$ cat src/rtl/pack_16.sv
// Byte-to-16-bit packer feeding the SHA3 pad stage; tuser/tlast mark the valid nibble count of the final word.
// Optional PACK16_HALF_CHK_EN adds a sticky err output for half bytes seen without tlast.
module pack_16 (
  input  logic        ACLK,
  input  logic        ARESET,
  input  logic [7:0]  s_tdata,
  input  logic        s_tvalid,
  output logic        s_tready,
  input  logic        s_tlast,
  input  logic        s_thalf,
  output logic [15:0] m_tdata,
  output logic        m_tvalid,
  input  logic        m_tready,
  output logic        m_tlast,
  output logic [2:0]  m_tuser
`ifdef PACK16_HALF_CHK_EN
  ,
  output logic        err
`endif
);

  localparam logic [2:0] FULL_CODE = 3'd4;

  typedef enum logic {FILL, FLUSH} state_t;

  state_t      state_q, state_d;
  logic [7:0]  acc_q, acc_d;
  logic        have_q, have_d;
  logic        m_tvalid_q, m_tvalid_d;
  logic [15:0] m_tdata_q, m_tdata_d;
  logic        m_tlast_q, m_tlast_d;
  logic [2:0]  m_tuser_q, m_tuser_d;
  logic        can_load;
  logic        accept;

  assign can_load = !m_tvalid_q || m_tready;
  assign s_tready = !ARESET && (state_q == FILL) && can_load;
  assign accept   = s_tvalid && s_tready;

  always_comb begin
    state_d    = state_q;
    acc_d      = acc_q;
    have_d     = have_q;
    m_tvalid_d = m_tvalid_q && !m_tready;
    m_tdata_d  = m_tdata_q;
    m_tlast_d  = m_tlast_q;
    m_tuser_d  = m_tuser_q;
    if (state_q == FLUSH) begin
      // Empty final word so the pad stage always sees a terminating word
      if (can_load) begin
        m_tvalid_d = 1'b1;
        m_tdata_d  = 16'h0000;
        m_tuser_d  = 3'd3;
        m_tlast_d  = 1'b1;
        state_d    = FILL;
      end
    end else if (accept) begin
      case ({have_q, s_tlast, s_thalf})
        3'b000, 3'b001: begin
          acc_d  = s_tdata;
          have_d = 1'b1;
        end
        3'b100, 3'b101: begin
          m_tvalid_d = 1'b1;
          m_tdata_d  = {s_tdata, acc_q};
          m_tuser_d  = FULL_CODE;
          m_tlast_d  = 1'b0;
          have_d     = 1'b0;
        end
        3'b010: begin
          m_tvalid_d = 1'b1;
          m_tdata_d  = {8'h00, s_tdata};
          m_tuser_d  = 3'd1;
          m_tlast_d  = 1'b1;
        end
        3'b011: begin
          m_tvalid_d = 1'b1;
          m_tdata_d  = {12'h000, s_tdata[3:0]};
          m_tuser_d  = 3'd2;
          m_tlast_d  = 1'b1;
        end
        3'b111: begin
          m_tvalid_d = 1'b1;
          m_tdata_d  = {4'h0, s_tdata[3:0], acc_q};
          m_tuser_d  = 3'd0;
          m_tlast_d  = 1'b1;
          have_d     = 1'b0;
        end
        3'b110: begin
          m_tvalid_d = 1'b1;
          m_tdata_d  = {s_tdata, acc_q};
          m_tuser_d  = FULL_CODE;
          m_tlast_d  = 1'b0;
          have_d     = 1'b0;
          state_d    = FLUSH;
        end
        default: ;
      endcase
    end
  end

  always_ff @(posedge ACLK) begin
    if (ARESET) begin
      state_q    <= FILL;
      acc_q      <= 8'h00;
      have_q     <= 1'b0;
      m_tvalid_q <= 1'b0;
      m_tdata_q  <= 16'h0000;
      m_tlast_q  <= 1'b0;
      m_tuser_q  <= 3'd0;
    end else begin
      state_q    <= state_d;
      acc_q      <= acc_d;
      have_q     <= have_d;
      m_tvalid_q <= m_tvalid_d;
      m_tdata_q  <= m_tdata_d;
      m_tlast_q  <= m_tlast_d;
      m_tuser_q  <= m_tuser_d;
    end
  end

  assign m_tvalid = m_tvalid_q;
  assign m_tdata  = m_tdata_q;
  assign m_tlast  = m_tlast_q;
  assign m_tuser  = m_tuser_q;

`ifdef PACK16_HALF_CHK_EN
  logic err_q, err_d;

  always_comb begin
    err_d = err_q || (accept && s_thalf && !s_tlast);
  end

  always_ff @(posedge ACLK) begin
    if (ARESET) err_q <= 1'b0;
    else        err_q <= err_d;
  end

  assign err = err_q;
`endif

endmodule
$ cat config.mk
export PLATFORM = sky130hd
export DESIGN_NAME = pack_16
export DESIGN_NICKNAME = d
export VERILOG_FILES = /design/src/rtl/pack_16.sv
export SDC_FILE = /design/constraint.sdc
export NUM_CORES = 1
export LEC_CHECK = 0
export CAP_MARGIN = 30
export CELL_PAD_IN_SITES_DETAIL_PLACEMENT = 1
export CELL_PAD_IN_SITES_GLOBAL_PLACEMENT = 2
export CORE_MARGIN = 10
export CORE_UTILIZATION = 29
export DETAILED_ROUTE_END_ITERATION = 7
export PLACE_DENSITY = 0.84
export SLEW_MARGIN = 10
export SYNTH_ARGS = -nofsm -noshare
export SYNTH_HDL_FRONTEND = slang
export SYNTH_SLANG_ARGS = --single-unit
$ cat constraint.sdc
create_clock -name ACLK -period 3.9 [get_ports ACLK]
set_input_delay 0.78 -clock ACLK [delete_from_list [all_inputs] [get_ports ACLK]]
set_output_delay 0.78 -clock ACLK [all_outputs]
set_load 0.01 [all_outputs]
After elaboration in Yosys (flattened, before gate mapping). Cells that the tools add are included. Widths: inputs -> output; s select.

Word-level logic and storage cells: 59. Flip-flop bits (word level): 31. Bits of input ports: 14. Output and inout bits: 22.

Equal/unequal tests: 8. Mux-type cells: 21. Bitwise logic cells: 1. Reduce and logical (&&, ||, !) cells: 22.

Operators by type and width (count): $pmux 16 s4 (1); $mux 16 (3); $eq 3x3->1 const B (4); $pmux 3 s4 (1); $reduce_and 3->1 (4); $mux 1 (11); $mux 3 (3); $eq 3x2->1 const B (2); $reduce_or 3->1 (2); $reduce_or 6->1 (1); $reduce_bool 5->1 (1); $logic_and 1x1->1 (4); $pmux 1 s2 (2); $reduce_bool 2->1 (2); $reduce_or 4->1 (1); $eq 3x1->1 const B (1); $logic_not 1->1 (3); $logic_not 3->1 (1); $reduce_bool 3->1 (1); $ne 2x1->1 const B (1); $reduce_or 2->1 (1); $logic_or 1x1->1 (1); $not 1->1 (1).

Depth between registers and ports, before layout. Gate-level depths: netlist (run 1).

Word-level depth: 6. Depth in mapped cells: 7. Mapped depth without buffers: 4.

Least setup slack after synthesis (run 1). OpenSTA, ideal clock, no wires.

Kind: input-to-output. Start: in ARESET. End: out s_tready. Stages on the path: 3. Arrival time: 1.403 ns. Required time: 3.120 ns. Path buffers: 2. Slack: 1.717 ns. Path through: clkbuf_2 -> clkbuf_1 -> nor3_1.

Word-level cells in the longest chain between the ends: 3.

RTL lines: start: declaration (RTL line 5) `input logic ARESET,`; $logic_not 1->1 (RTL line 37) `assign s_tready = !ARESET && (state_q == FILL) && can_load;`; $logic_and 1x1->1 (2 in a row) (RTL line 37); end: declaration (RTL line 8) `output logic s_tready,`.

No other way between the ends.

Worst setup path after layout (run 1).
Start: in m_tready. End: out s_tready.

Word-level cells in the longest chain between the ends: 2.

RTL lines: start: declaration (RTL line 13) `input logic m_tready,`; $logic_or 1x1->1 (RTL line 36) `assign can_load = !m_tvalid_q || m_tready;`; $logic_and 1x1->1 (RTL line 37).

No other way between the ends.

==> impl_metrics.toml, run 1 <==
[critical_path]
arrival_ns = 2.20
required_ns = 3.12
path_class = "input pin to output port"
cp-start-kind = "input pin"
cp_max_fo = 7
crit_path_end_kind = "output port"

[global_routing]
grt_max_degree = 26
grt_pass1_wl_um = 6520
grt_pass1_vias = 1303
grt.overflow.total = 0
grt_use_total = 0.107
antenna_found_initial = 0

[clock_network]
clock-sinks = 31
htree_levels = 2
clk_pin_slew_ns = 0.06
cts_hold_buf = 0
clockRootBuffer = "clkbuf_8"
ctsResizeCount = 0
cts_tree = "built"
insertion_delay_ns = 0.28
cts_buffers = 5
clockBufferDepth = 2
post_cts_buffers = 0

[synth]
synth.distinct_cells = 22
ys.flop_type = "dfxtp_1"
synth_edf_count = 0
synth_fp_nets = 167
synth_cells = 153
synth-async-reset-ratio = 0
synth_seq_cells = 31
ys_seq_area_frac = 0.468
yosys_warnings = 0
syn_area_per_cell_um2 = 8.66
synth_area_mm2 = 0.00133

[cells_and_area]
final_area_mm2 = 0.00179
post-route-util = 0.407
num-fill-cells = 507
nNetsFinal = 198
register_area_um2 = 621
multi_input_comb_area_um2 = 647
layout-drive-gt1-share = 0.0601
syn_to_final_growth_pct = 34.7
num_antenna_cells = 0

[flow_run]
cap_viol_max_count = 0

[floorplan]
die_x_um = 87.6
rows = 24
io_pins = 36
coreArea_mm2 = 0.00438
fp.dieH_um = 87.6
start_util = 0.302
design.die.area_mm2 = 0.00767

[timing]
fin_ws_ns = 0.925
clock_skew_ns = 0.00100
period_minus_slack_ns = 2.98
finalCritPeriodShare = 0.763
finalSetupTns_ns = 0
max_freq_mhz = 336
rsz0062_at_grt = "no"
setup_viol = 0
finalHoldViolCount = 0
slew_violations = 0
holdWs_ns = 0.469
tightest_slew_ns = 0.837
slew_headroom = 0.442

[route]
firstDrtPassIters = 4
antenna_left = 0
wl_per_cell_um = 16.7
totalWireLength_um = 3910
dr_total_vias = 1209
highest_layer = "met4"
wl_met2_um = 1760
viasPerCell = 5.14
drcViolationCount = 0
drt-initial-drc-count = 31
drt-met1-wl_um = 1780
met3_length_um = 309

[placement]
dp_slack_ns = 0.888
dp.final_hpwl_um = 2860
placed_cell_area_mm2 = 0.00171
port_buffers = 35
place_congestion = 0.725

[power_and_ir_drop]
leakage_nw = 0.614
ir_drop_mv = 0.106
pwr_density_cell_mw_per_mm2 = 364

[run_status]
status = "finished clean"

[worst_hold_path]
hold_path_class = "flip-flop to flip-flop"
[sequential cells by signal, summed over array words and instances (netlist names)]
signal,cells
m_tuser,3
m_tvalid,1
m_tdata,16
state_q,1
acc_q,8
have_q,1
m_tlast,1
[metrics by stage]
stage / total power, mW / instances
5_1_grt: 0.680 / 235
3_3_place_gp: 0.428 / 229
2_1_floorplan: 0.387 / 153
3_5_place_dp: 0.430 / 229
6_report: 0.650 / 235
4_1_cts: 0.662 / 235
[Yosys cell counts, types with 2 or more instances]
cell type  instances  area [um2]
dfxtp_1           31         621
nand3_1           21         105
a21oi_1           17        85.1
nor2_1            16        60.1
mux2i_1           12         120
clkbuf_1           9        33.8
nor2b_1            7        43.8
nor3_1             7        35.0
buf_2              5        25.0
nand2_1            5        18.8
or3_1              5        31.3
a22o_1             4        35.0
a32oi_1            4        35.0
nor3b_1            2        15.0
[final cells by class]
cell class	instances	share of cell area
multi-input combinational	107	0.362
sequential	31	0.348
clock buffer	6	0.0406
timing repair buffer	39	0.213
tap	52	0.0364
[critical path, cell delays in order]
cell and delay [ns]:
clkdlybuf4s50_1 0.41, nor2b_1 0.41, nor3_1 0.09, clkdlybuf4s50_1 0.51
[cells by family (layout without fill, tap and decap cells)]
| group | Yosys count | after routing | synth area share |
|---|---|---|---|
| flops | 31 | 31 | 0.468 |
| mux | 12 | 12 | 0.0907 |
| simple gates | 68 | 68 | 0.264 |
| buf+inv | 15 | 45 | 0.0482 |
| compound gates | 27 | 27 | 0.128 |
[placed cells by master, fill, tap and decap left out]
cell	netlist	layout
clkdlybuf4s50_1	0	35
dfxtp_1	31	31
nand3_1	21	21
a21oi_1	17	17
nor2_1	16	16
mux2i_1	12	12
nor2b_1	7	7
nor3_1	7	7
nand2_1	5	5
or3_1	5	5
clkbuf_8	0	5
a22o_1	4	4
a32oi_1	4	4
buf_4	0	4
nor3b_1	2	2
nand2b_4	1	1
nor4b_2	0	1
and2_0	1	1
nand2b_1	1	1
nand4_1	1	1
a21o_1	1	1
o21a_1	1	1
clkbuf_1	9	1
[report_power, final]
| part | switching (mW) | leakage (nW) | internal (mW) |
|---|---|---|---|
| clock network | 0.109 | 0.0371 | 0.119 |
| logic | 0.0422 | 0.326 | 0.0443 |
| registers | 0.00938 | 0.251 | 0.327 |
[routing by layer]
layer | vias up | GRT usage
li1 | 598 | -
met1 | 577 | 0.124
met2 | 27 | 0.165
met3 | 7 | 0.0548
met4 | 0 | 0.0435
met5 | - | 0
[final timing paths]
path / start / to / slack [ns] / cells past startpoint
setup / recovery: m_tready / s_tready / 0.92 / 4
hold reg to reg: m_tlast$_SDFFE_PP0P_ / m_tlast$_SDFFE_PP0P_ / 0.47 / 1
hold / removal: m_tlast$_SDFFE_PP0P_ / m_tlast$_SDFFE_PP0P_ / 0.47 / 1
setup reg to reg: have_q$_SDFFE_PP0P_ / m_tdata[3]$_SDFFE_PP0P_ / 1.60 / 4
Note: power is estimated with default switching activity, not from simulation.
==> run 2, diff against run 1 <==
--- a/config.mk
+++ b/config.mk
@@ -9,9 +9,9 @@
 export CELL_PAD_IN_SITES_DETAIL_PLACEMENT = 1
 export CELL_PAD_IN_SITES_GLOBAL_PLACEMENT = 2
 export CORE_MARGIN = 10
-export CORE_UTILIZATION = 29
+export CORE_UTILIZATION = 27
 export DETAILED_ROUTE_END_ITERATION = 7
-export PLACE_DENSITY = 0.84
+export PLACE_DENSITY = 0.79
 export SLEW_MARGIN = 10
 export SYNTH_ARGS = -nofsm -noshare
 export SYNTH_HDL_FRONTEND = slang
==> constraint.sdc (replaced) <==
create_clock -name ACLK -period 2.9 [get_ports ACLK]
set_input_delay 0.58 -clock ACLK [delete_from_list [all_inputs] [get_ports ACLK]]
set_output_delay 0.58 -clock ACLK [all_outputs]
set_load 0.01 [all_outputs]
==> run 2 against run 1 <==
Register-to-register slack worse by 0.55 ns. Non-clock buffer count up 2. Sequential power up 33%. Clock power up 50%. Utilization down 2.1 points. Worst hold slack worse by 0.0048 ns. Flip-flop and latch count unchanged. Combinational power up 45%. Power up 40%. Via count up 2.6%. Critical endpoint unchanged. Largest power group unchanged.
==> impl_metrics.toml, run 2 (synthesis gave the netlist of run 1 again) <==
[power_and_ir_drop]
leakage_nw = 0.634
pwr_density_cell_mw_per_mm2 = 497
ir_drop_mv = 0.155

[placement]
dp.final_hpwl_um = 3020
dp_slack_ns = 0.295
port_buffers = 35
dp.cells = 246
placed_cell_area_mm2 = 0.00175
place_congestion = 0.746

[cells_and_area]
final_common_cell = "clkdlybuf4s50_1"
syn_to_final_growth_pct = 38.4
finalNonFillerCells = 253
num_antenna_cells = 0
post-route-util = 0.386
num-fill-cells = 571
final_area_mm2 = 0.00183
layout-drive-gt1-share = 0.0806
largest_register_ffs = 16
nNetsFinal = 200
final_cell_mix = "clkdlybuf4s50_1, dfxtp_1, nand3_1"

[clock_network]
cts_tree = "built"
clockRootBuffer = "clkbuf_8"
ctsResizeCount = 0
cts_hold_buf = 0
clk_pin_slew_ns = 0.06
cts_buffers = 5
clock-sinks = 31
clockBufferDepth = 2
insertion_delay_ns = 0.28
post_cts_buffers = 0
htree_levels = 2

[timing]
tightest_slew_ns = 0.673
finalSetupTns_ns = 0
finalCritPeriodShare = 0.913
max_freq_mhz = 378
slew_headroom = 0.551
slew_violations = 0
period_minus_slack_ns = 2.65
fin_ws_ns = 0.252
clock_skew_ns = 0.00336
rsz0062_at_grt = "no"
setup_viol = 0
finalHoldViolCount = 0

[critical_path]
crit_end = "s_tready"
path_cells = "clkdlybuf4s50_1 -> nor2b_1 -> nor3_1 -> clkdlybuf4s50_1"
crit_top_cell = "clkdlybuf4s50_1"
crit_path_end_kind = "output port"
cp-start-kind = "input pin"
regToRegEndpoint = "m_tdata[14]$_SDFFE_PP0P_"
slowest_stage = "clkdlybuf4s50_1"
arrival_ns = 2.07
path_class = "input pin to output port"
cp_max_fo = 7
required_ns = 2.32
r2r_slack_ns = 1.05
slowest_delay_ns = 0.52
cp-startpoint = "m_tready"
ff2ff_path_depth = 5
r2r-start = "have_q$_SDFFE_PP0P_"

[global_routing]
grt_pass1_vias = 1350
grt_max_degree = 29
grt_use_total = 0.104
grt.overflow.total = 0
grt_pass1_wl_um = 6960
antenna_found_initial = 0

[route]
drt-initial-drc-count = 43
antenna_left = 0
wl_per_cell_um = 16.0
dr_total_vias = 1241
viasPerCell = 4.91
drcViolationCount = 0
totalWireLength_um = 4040
firstDrtPassIters = 4

[floorplan]
die_x_um = 90.1
fp.dieH_um = 90.1
start_util = 0.279
coreArea_mm2 = 0.00475
design.die.area_mm2 = 0.00811
rows = 25
io_pins = 36

[flow_run]
cap_viol_max_count = 0

[worst_hold_path]
hold_path_class = "flip-flop to flip-flop"

[run_status]
status = "finished clean"
run 2: cell count changes in the layout (fill, tap and decap cells not counted), sizes merged:
cell	change
clkinv	+1
buf	+2
run 2: how the worst min path moves through the flow:
stage	start	endpoint	slack (ns)	cells past startpoint
after floorplan	acc_q[0]$_SDFFE_PP0P_	acc_q[0]$_SDFFE_PP0P_	0.46	2
after global placement	m_tlast$_SDFFE_PP0P_	m_tlast$_SDFFE_PP0P_	0.45	1
after detailed placement	m_tlast$_SDFFE_PP0P_	m_tlast$_SDFFE_PP0P_	0.46	1
after CTS	m_tlast$_SDFFE_PP0P_	m_tlast$_SDFFE_PP0P_	0.47	1
after global routing	m_tlast$_SDFFE_PP0P_	m_tlast$_SDFFE_PP0P_	0.49	1
final	m_tlast$_SDFFE_PP0P_	m_tlast$_SDFFE_PP0P_	0.46	1
run 2: where the power goes:
part / leakage, nW / internal, mW / switching, mW
clock network: 0.0470 / 0.186 / 0.155
registers: 0.251 / 0.439 / 0.00746
logic: 0.335 / 0.0616 / 0.0630
total: 0.634 / 0.687 / 0.226
run 2: routing by layer:
metal	track usage	part of all wire
met5	0	0
met4	0.0477	0.019
met3	0.0308	0.037
met2	0.191	0.55
met1	0.105	0.40
run 2: area by class of cell:
class | count | area, um2 | area share
Sequential cell | 31 | 621 | 0.338
Multi-Input combinational cell | 107 | 647 | 0.353
Clock inverter | 1 | 5.00 | 0.00273
Clock buffer | 6 | 82.6 | 0.0450
Tap cell | 67 | 83.8 | 0.0457
Timing Repair Buffer | 41 | 395 | 0.216
run 2: critical path: cells and delay by family:
kind | cells | cell delay [ns]
AND/OR/NAND/NOR | 2 | 0.54
buffers and inverters | 2 | 0.95
run 2: stage by stage:
step                      power [mW]  hold WS [ns]
after floorplan                0.521         0.460
after global placement         0.578         0.450
after detailed placement       0.582         0.458
after CTS                      0.923         0.472
after global routing           0.955         0.486
final                          0.912         0.465
